$ cat src/rtl/regfile_write_buffer_if.sv
// -----------------------------------------------------------------------------
// regfile_write_buffer_if
//   Bundles the signals between the register-file write buffer and the rest of
//   the datapath.
//     request side : req_valid/req_ready handshake carrying req_rd/req_data
//     drain side   : RegWrite/RD/WriteData towards the register file write port
//     forward side : RS1/RS2 operand addresses in, fwdN_hit/fwdN_data out
//     control      : hold (freeze draining)
//     status       : count/empty/full
//   modport master : the producer/datapath side that drives requests and reads
//   modport slave  : the write buffer itself
// -----------------------------------------------------------------------------
interface regfile_write_buffer_if #(
    parameter int DEPTH = 4,
    parameter int XLEN  = 64,
    parameter int AW    = 5
);
    localparam int CW = $clog2(DEPTH) + 1;

    // request handshake
    logic            req_valid;
    logic            req_ready;
    logic [AW-1:0]   req_rd;
    logic [XLEN-1:0] req_data;

    // drain control
    logic            hold;

    // operand forwarding
    logic [AW-1:0]   RS1;
    logic [AW-1:0]   RS2;
    logic            fwd1_hit;
    logic [XLEN-1:0] fwd1_data;
    logic            fwd2_hit;
    logic [XLEN-1:0] fwd2_data;

    // register file write port
    logic            RegWrite;
    logic [AW-1:0]   RD;
    logic [XLEN-1:0] WriteData;

    // occupancy status
    logic [CW-1:0]   count;
    logic            empty;
    logic            full;

    modport master (
        output req_valid, req_rd, req_data, hold, RS1, RS2,
        input  req_ready, fwd1_hit, fwd1_data, fwd2_hit, fwd2_data,
        input  RegWrite, RD, WriteData, count, empty, full
    );

    modport slave (
        input  req_valid, req_rd, req_data, hold, RS1, RS2,
        output req_ready, fwd1_hit, fwd1_data, fwd2_hit, fwd2_data,
        output RegWrite, RD, WriteData, count, empty, full
    );
endinterface

$ cat src/rtl/regfile_write_buffer.sv
// -----------------------------------------------------------------------------
// regfile_write_buffer
//   Writer-side front end of the 32 x XLEN register file. Writeback requests
//   are queued in a small in-order circular FIFO and drained at most one per
//   clock onto the register-file write port. Pending data is forwarded to the
//   two operand read addresses so the datapath always sees the youngest value.
//
//   Ports
//     clk    : rising-edge clock
//     reset  : synchronous, active-high reset (pointers/count cleared, all
//              outputs forced to their idle values while asserted)
//     bus    : regfile_write_buffer_if.slave (request, drain, forward, status)
//
//   Parameters
//     DEPTH  : number of buffered entries, power of two, at least 2
//     XLEN   : data width, must match the register file
//     AW     : register address width
// -----------------------------------------------------------------------------
module regfile_write_buffer #(
    parameter int DEPTH = 4,
    parameter int XLEN  = 64,
    parameter int AW    = 5
) (
    input  logic                   clk,
    input  logic                   reset,
    regfile_write_buffer_if.slave  bus
);

    localparam int PW = $clog2(DEPTH);
    localparam int CW = PW + 1;

    localparam logic [CW-1:0]   CNT_ZERO  = {CW{1'b0}};
    localparam logic [CW-1:0]   CNT_ONE   = {{(CW-1){1'b0}}, 1'b1};
    localparam logic [CW-1:0]   CNT_FULL  = CW'(DEPTH);
    localparam logic [PW-1:0]   PTR_ZERO  = {PW{1'b0}};
    localparam logic [AW-1:0]   RD_ZERO   = {AW{1'b0}};
    localparam logic [XLEN-1:0] DATA_ZERO = {XLEN{1'b0}};

    // Advance a FIFO pointer; DEPTH is a power of two so wrap is free.
    function automatic logic [PW-1:0] ptr_inc(input logic [PW-1:0] ptr);
        return ptr + {{(PW-1){1'b0}}, 1'b1};
    endfunction

    // Entry storage. Validity is implied by head/count, so the arrays need
    // no reset.
    logic [AW-1:0]   rd_mem_r   [DEPTH];
    logic [XLEN-1:0] data_mem_r [DEPTH];

    logic [PW-1:0]   head_r;
    logic [PW-1:0]   tail_r;
    logic [CW-1:0]   count_r;

    logic [PW-1:0]   head_nxt_s;
    logic [PW-1:0]   tail_nxt_s;
    logic [CW-1:0]   count_nxt_s;

    logic            empty_s;
    logic            full_s;
    logic            ready_s;
    logic            push_s;
    logic            pop_s;

    logic [AW-1:0]   drain_rd_s;
    logic [XLEN-1:0] drain_data_s;

    logic            fwd1_hit_s;
    logic [XLEN-1:0] fwd1_data_s;
    logic            fwd2_hit_s;
    logic [XLEN-1:0] fwd2_data_s;
    logic [PW-1:0]   idx_s;
    logic            valid_s;
    logic            match1_s;
    logic            match2_s;

    // Occupancy flags and the push/pop decisions for this edge.
    always_comb begin
        empty_s = (count_r == CNT_ZERO);
        full_s  = (count_r == CNT_FULL);
        // Ready depends only on registered occupancy, never on req_valid.
        ready_s = !full_s;
        // x0 writes are acknowledged but never stored; reset blocks accepts.
        push_s  = bus.req_valid && ready_s && !reset && (bus.req_rd != RD_ZERO);
        // Draining is gated by hold and suppressed for the whole reset cycle.
        pop_s   = !empty_s && !bus.hold && !reset;
    end

    // Next pointer and occupancy values.
    always_comb begin
        head_nxt_s  = head_r;
        tail_nxt_s  = tail_r;
        count_nxt_s = count_r;

        if (pop_s) begin
            head_nxt_s = ptr_inc(head_r);
        end else begin
            head_nxt_s = head_r;
        end

        if (push_s) begin
            tail_nxt_s = ptr_inc(tail_r);
        end else begin
            tail_nxt_s = tail_r;
        end

        // Simultaneous push and pop leaves the count unchanged.
        case ({push_s, pop_s})
            2'b10:   count_nxt_s = count_r + CNT_ONE;
            2'b01:   count_nxt_s = count_r - CNT_ONE;
            default: count_nxt_s = count_r;
        endcase
    end

    // Pointer and count registers with synchronous reset.
    always_ff @(posedge clk) begin
        if (reset) begin
            head_r  <= PTR_ZERO;
            tail_r  <= PTR_ZERO;
            count_r <= CNT_ZERO;
        end else begin
            head_r  <= head_nxt_s;
            tail_r  <= tail_nxt_s;
            count_r <= count_nxt_s;
        end
    end

    // Write an accepted request into the tail slot.
    always_ff @(posedge clk) begin
        if (push_s) begin
            rd_mem_r[tail_r]   <= bus.req_rd;
            data_mem_r[tail_r] <= bus.req_data;
        end
    end

    // Present the head entry on the drain port, zero when nothing is pending.
    always_comb begin
        drain_rd_s   = RD_ZERO;
        drain_data_s = DATA_ZERO;
        if (!empty_s && !reset) begin
            drain_rd_s   = rd_mem_r[head_r];
            drain_data_s = data_mem_r[head_r];
        end else begin
            drain_rd_s   = RD_ZERO;
            drain_data_s = DATA_ZERO;
        end
    end

    // Forwarding search from oldest to youngest so a later match overrides an
    // earlier one; the head entry being drained this cycle is still searched.
    always_comb begin
        fwd1_hit_s  = 1'b0;
        fwd1_data_s = DATA_ZERO;
        fwd2_hit_s  = 1'b0;
        fwd2_data_s = DATA_ZERO;
        idx_s       = head_r;
        valid_s     = 1'b0;
        match1_s    = 1'b0;
        match2_s    = 1'b0;
        for (int i = 0; i < DEPTH; i++) begin
            idx_s    = head_r + PW'(i);
            valid_s  = (CW'(i) < count_r) && !reset;
            match1_s = valid_s && (bus.RS1 != RD_ZERO) && (rd_mem_r[idx_s] == bus.RS1);
            match2_s = valid_s && (bus.RS2 != RD_ZERO) && (rd_mem_r[idx_s] == bus.RS2);
            fwd1_hit_s  = fwd1_hit_s | match1_s;
            fwd1_data_s = match1_s ? data_mem_r[idx_s] : fwd1_data_s;
            fwd2_hit_s  = fwd2_hit_s | match2_s;
            fwd2_data_s = match2_s ? data_mem_r[idx_s] : fwd2_data_s;
        end
    end

    // Interface outputs; reset forces the idle view during the reset cycle.
    assign bus.req_ready = reset | ready_s;
    assign bus.RegWrite  = pop_s;
    assign bus.RD        = drain_rd_s;
    assign bus.WriteData = drain_data_s;
    assign bus.fwd1_hit  = fwd1_hit_s;
    assign bus.fwd1_data = fwd1_data_s;
    assign bus.fwd2_hit  = fwd2_hit_s;
    assign bus.fwd2_data = fwd2_data_s;
    assign bus.count     = reset ? CNT_ZERO : count_r;
    assign bus.empty     = reset | empty_s;
    assign bus.full      = !reset & full_s;

endmodule

$ cat src/flat_wrapper.sv
// flat-port wrapper written by rule: the top's interface ports become plain ports
module regfile_write_buffer_flat 
#(
    parameter int DEPTH = 4,
    parameter int XLEN  = 64,
    parameter int AW    = 5
)
  (clk, reset, bus_req_valid, bus_req_rd, bus_req_data, bus_hold, bus_RS1, bus_RS2, bus_req_ready, bus_fwd1_hit, bus_fwd1_data, bus_fwd2_hit, bus_fwd2_data, bus_RegWrite, bus_RD, bus_WriteData, bus_count, bus_empty, bus_full);
  regfile_write_buffer_if #(.DEPTH(DEPTH), .XLEN(XLEN), .AW(AW)) bus_i ();
  input  logic clk;
  input  logic reset;
  input wire logic [$bits(bus_i.req_valid)-1:0] bus_req_valid;
  input wire logic [$bits(bus_i.req_rd)-1:0] bus_req_rd;
  input wire logic [$bits(bus_i.req_data)-1:0] bus_req_data;
  input wire logic [$bits(bus_i.hold)-1:0] bus_hold;
  input wire logic [$bits(bus_i.RS1)-1:0] bus_RS1;
  input wire logic [$bits(bus_i.RS2)-1:0] bus_RS2;
  output wire logic [$bits(bus_i.req_ready)-1:0] bus_req_ready;
  output wire logic [$bits(bus_i.fwd1_hit)-1:0] bus_fwd1_hit;
  output wire logic [$bits(bus_i.fwd1_data)-1:0] bus_fwd1_data;
  output wire logic [$bits(bus_i.fwd2_hit)-1:0] bus_fwd2_hit;
  output wire logic [$bits(bus_i.fwd2_data)-1:0] bus_fwd2_data;
  output wire logic [$bits(bus_i.RegWrite)-1:0] bus_RegWrite;
  output wire logic [$bits(bus_i.RD)-1:0] bus_RD;
  output wire logic [$bits(bus_i.WriteData)-1:0] bus_WriteData;
  output wire logic [$bits(bus_i.count)-1:0] bus_count;
  output wire logic [$bits(bus_i.empty)-1:0] bus_empty;
  output wire logic [$bits(bus_i.full)-1:0] bus_full;
  assign bus_i.req_valid = bus_req_valid;
  assign bus_i.req_rd = bus_req_rd;
  assign bus_i.req_data = bus_req_data;
  assign bus_i.hold = bus_hold;
  assign bus_i.RS1 = bus_RS1;
  assign bus_i.RS2 = bus_RS2;
  assign bus_req_ready = bus_i.req_ready;
  assign bus_fwd1_hit = bus_i.fwd1_hit;
  assign bus_fwd1_data = bus_i.fwd1_data;
  assign bus_fwd2_hit = bus_i.fwd2_hit;
  assign bus_fwd2_data = bus_i.fwd2_data;
  assign bus_RegWrite = bus_i.RegWrite;
  assign bus_RD = bus_i.RD;
  assign bus_WriteData = bus_i.WriteData;
  assign bus_count = bus_i.count;
  assign bus_empty = bus_i.empty;
  assign bus_full = bus_i.full;
  regfile_write_buffer #(.DEPTH(DEPTH), .XLEN(XLEN), .AW(AW)) u_core (.clk(clk), .reset(reset), .bus(bus_i));
endmodule
$ cat config.mk
export PLATFORM = sky130hd
export DESIGN_NAME = regfile_write_buffer_flat
export DESIGN_NICKNAME = d
export VERILOG_FILES = /design/src/rtl/regfile_write_buffer_if.sv /design/src/rtl/regfile_write_buffer.sv /design/src/flat_wrapper.sv
export SDC_FILE = /design/constraint.sdc
export NUM_CORES = 1
export LEC_CHECK = 0
export ABC_AREA = 1
export BUFFER_PORTS_ARGS = -buffer_cell sky130_fd_sc_hd__buf_4
export CAP_MARGIN = 20
export CORE_ASPECT_RATIO = 0.7
export CORE_UTILIZATION = 45
export CTS_CLUSTER_SIZE = 14
export DETAILED_ROUTE_END_ITERATION = 8
export MAX_ROUTING_LAYER = met4
export PLACE_DENSITY_LB_ADDON = 0.15
export SLEW_MARGIN = 20
export SYNTH_ARGS = -nofsm -noshare
export SYNTH_HDL_FRONTEND = slang
export SYNTH_SLANG_ARGS = --single-unit
$ cat constraint.sdc
create_clock -name clk -period 5.9 [get_ports clk]
set_input_delay 1.18 -clock clk [delete_from_list [all_inputs] [get_ports clk]]
set_output_delay 1.18 -clock clk [all_outputs]
set_load 0.005 [all_outputs]
==> impl_metrics.toml <==
[clock_tree]
clkTransAtPathRegs_ns = 0.06
postCtsHoldBufs = 0
root_buffer = "clkbuf_16"
ctsResizeCount = 0
clock_sinks = 285
clk_path_buf_depth = 3
clock_latency_ns = 0.54
cts_htree_levels = 2
cts_tree = "built"
cts_setup_buffers = 0
numCtsBuffers = 34

[die]
dieArea_mm2 = 0.0523
die_w_um = 273
die_y_um = 192
start_util_pct = 45.6
rows = 69
core_area_mm2 = 0.0507
ioPinCount = 289

[routing]
drc = 0
drt-initial-drc-count = 3196
finalWirelength_mm = 89.2
wl_per_cell_um = 20.5
num_vias = 25100
via_per_inst = 5.78
final_antenna_net_count = 0
drt_pass1_iterations = 6

[synth]
synth_enable_flop_cells = 276
synth_seq_area_share_pct = 36.6
synthFlopType = "edfxtp_1"
synth.cell_area_mm2 = 0.0231
synth.avg_cell_area_um2 = 6.52
yosys-top-cells-area = "edfxtp_1, nand2_1, nor2_1"
syn_inst = 3542
yosys.area.top_type = "edfxtp_1"
async_flop_share_pct = 0
yosysMostFrequentCell = "nand2_1"
synth_cell_types = 28
ys_warn_count = 0
ys_top_cells_by_count = "nand2_1, nor2_1, inv_1"
synth-seq-cells = 285
syn_nets = 3634
yosys.area.top_type_share_pct = 35.9

[worst_setup_path]
timing.rr.end = "u_core.count_r[2]"
timing.rr.start = "u_core.count_r[0]"
cp-start-kind = "flop"
critPathSlowestCell = "dfxtp_4"
critPathMaxFanout = 56
crit_type = "reg -> out"
cp.arrival_ns = 4.25
required_ns = 4.72
crit_path_end_kind = "output port"
reg2reg_slack_ns = 3.31
path_cells = "inv_4 > nand2_4 > buf_4 > nor2_1 > nor2_1 > nand2_1 > nand2_1 > nand2_1 > nor2_1 > nand3_4 > buf_12 > nor2_1 > nor2_1 > nand2_1 > nand2_1 > buf_4"
max_stage_delay_ns = 0.67
r2r_cells = 11

[pwr]
switching_share_pct = 35.6
pwr_density_cell_mw_per_mm2 = 238
p_leak_nw = 12.5
power_frac_comb_pct = 29.0
pwr-share-clk_pct = 34.5
p_switching_w = 0.00227
p_int_w = 0.00410
seqPwrFrac_pct = 36.6
ir_drop_mv = 0.205
fin_total_pwr_w = 0.00637

[global_route]
grt_pass1_wl_mm = 134
grt.total_usage_pct = 34.4
grt_max_degree = 156
overflow = 0
antenna_found_initial = 3
first_global_vias = 22500

[placed_design]
routabilityCongestion = 0.948
port_buffers = 288
placed_cell_area_mm2 = 0.0256
dp_slack_ns = 0.997
hpwlAfterDp_mm = 54.2

[final_layout]
drive_gt1_share_pct = 11.8
syn_to_final_growth_pct = 15.8
multiInputGateArea_mm2 = 0.0123
fillCellCount = 5001
final_nets = 3740
fin_area_mm2 = 0.0268
final-seq-area_mm2 = 0.00848

[sta]
setup_violations = 0
relSlewSlack_pct = 29.4
setup-tns-final_ns = 0
fin_crit_ns = 5.43
rsz0062_at_grt = "false"
hold_viol_final = 0
final.period_utilization_pct = 92.1
worst_clock_skew_ns = 0.0214
worst_hold_slack_ns = 0.558
slew_violations = 0
tightest_slew_ns = 1.06
setup_slack_ns = 0.469
max_freq_mhz = 184

[min_path]
min-delay-start = "u_core.tail_r[1]"
hold_end = "u_core.tail_r[1]"
min_path_cells = 2
holdCritPathClass = "reg -> reg"

[run]
cap_viol_max_count = 0

[outcome]
status = "completed"
-- layout by cell type, fill, tap and decap left out, types with 2 or more instances in the layout --
master / n
a21oi_1: 151
a32oi_1: 63
buf_12: 15
buf_4: 328
bufinv_16: 4
clkbuf_1: 6
clkbuf_16: 37
clkinv_1: 7
clkinv_2: 7
clkinvlp_4: 2
dfxtp_1: 7
dfxtp_4: 2
diode_2: 3
edfxtp_1: 276
ha_1: 9
inv_1: 304
inv_2: 4
inv_4: 4
mux2i_1: 48
nand2_1: 1190
nand2_4: 4
nand3_1: 213
nand3_2: 2
nand3_4: 4
nand4_1: 167
nor2_1: 509
nor2_4: 18
o2111ai_1: 28
o21ai_0: 254
xor2_1: 7
-- final cells by class --
type                       count  area share [%]
inverter                     313            4.43
sequential                   285            31.7
multi-input combinational   2671            46.1
clock buffer                  43            3.55
timing repair buffer         343            10.3
antenna                        3          0.0281
clock inverter                19           0.720
tap                          674            3.15
-- per-layer routing --
metal  vias to the layer above  share of wire, %  GRT usage, %  wire (um)
met5                         -                 0             -          0
met4                         0               3.0          12.1       2700
met3                       217                12          7.76      10800
met2                      1583                42          50.2      37900
met1                     11400                42          46.8      37800
li1                      11900                 -             -          -
-- stage by stage --
step           util (%)  std cells
6_report           52.8       4351
5_1_grt            52.8       4351
4_1_cts            52.8       4348
3_5_place_dp       50.5       4286
3_3_place_gp       50.5       4286
2_1_floorplan         -       3542
-- sequential cells by signal, indices dropped and copies added, names as in the netlist, named ones only --
signal             cells
u_core.data_mem_r    256
u_core.rd_mem_r       20
u_core.count_r         3
u_core.head_r          2
u_core.tail_r          2
-- logic make-up (layout without fill, tap and decap cells) --
kind of cell | Yosys count | in the layout | synth area share (%)
fa+ha+maj | 9 | 9 | 0.487
compound gates | 498 | 498 | 12.3
mux | 48 | 48 | 2.08
flops | 285 | 285 | 36.6
xor+xnor | 7 | 7 | 0.265
simple gates | 2109 | 2109 | 37.6
other cells | 0 | 3 | 0
buf+inv | 586 | 718 | 10.7
-- how the worst max path moves through the flow --
stage	to	startpoint	depth (start not counted)	slack, ns
after floorplan	u_core.data_mem_r[0][0]	reset	4	0.64
after global placement	bus_fwd2_data[47]	reset	15	1.03
after detailed placement	bus_fwd2_data[63]	reset	15	1.0
after CTS	bus_fwd2_data[63]	u_core.head_r[0]	16	0.55
after global routing	bus_fwd2_data[63]	u_core.head_r[0]	16	0.23
final	bus_fwd2_data[63]	u_core.head_r[0]	16	0.47
-- power by group through the flow --
stage / clock network, W / registers [W] / logic (W)
2_1_floorplan: 0 / 0.00235 / 0.00110
5_1_grt: 0.00228 / 0.00233 / 0.00199
3_5_place_dp: 0 / 0.00237 / 0.00178
6_report: 0.00220 / 0.00233 / 0.00184
3_3_place_gp: 0 / 0.00237 / 0.00177
4_1_cts: 0.00221 / 0.00233 / 0.00179
-- critical path, delay by kind of cell (launching register included) --
| kind | cells | cell delay, ns |
|---|---|---|
| DFF | 1 | 0.67 |
| buffers and inverters | 4 | 1.29 |
| and+or+nand+nor | 12 | 1.70 |
(Power assumes the default switching activity.)
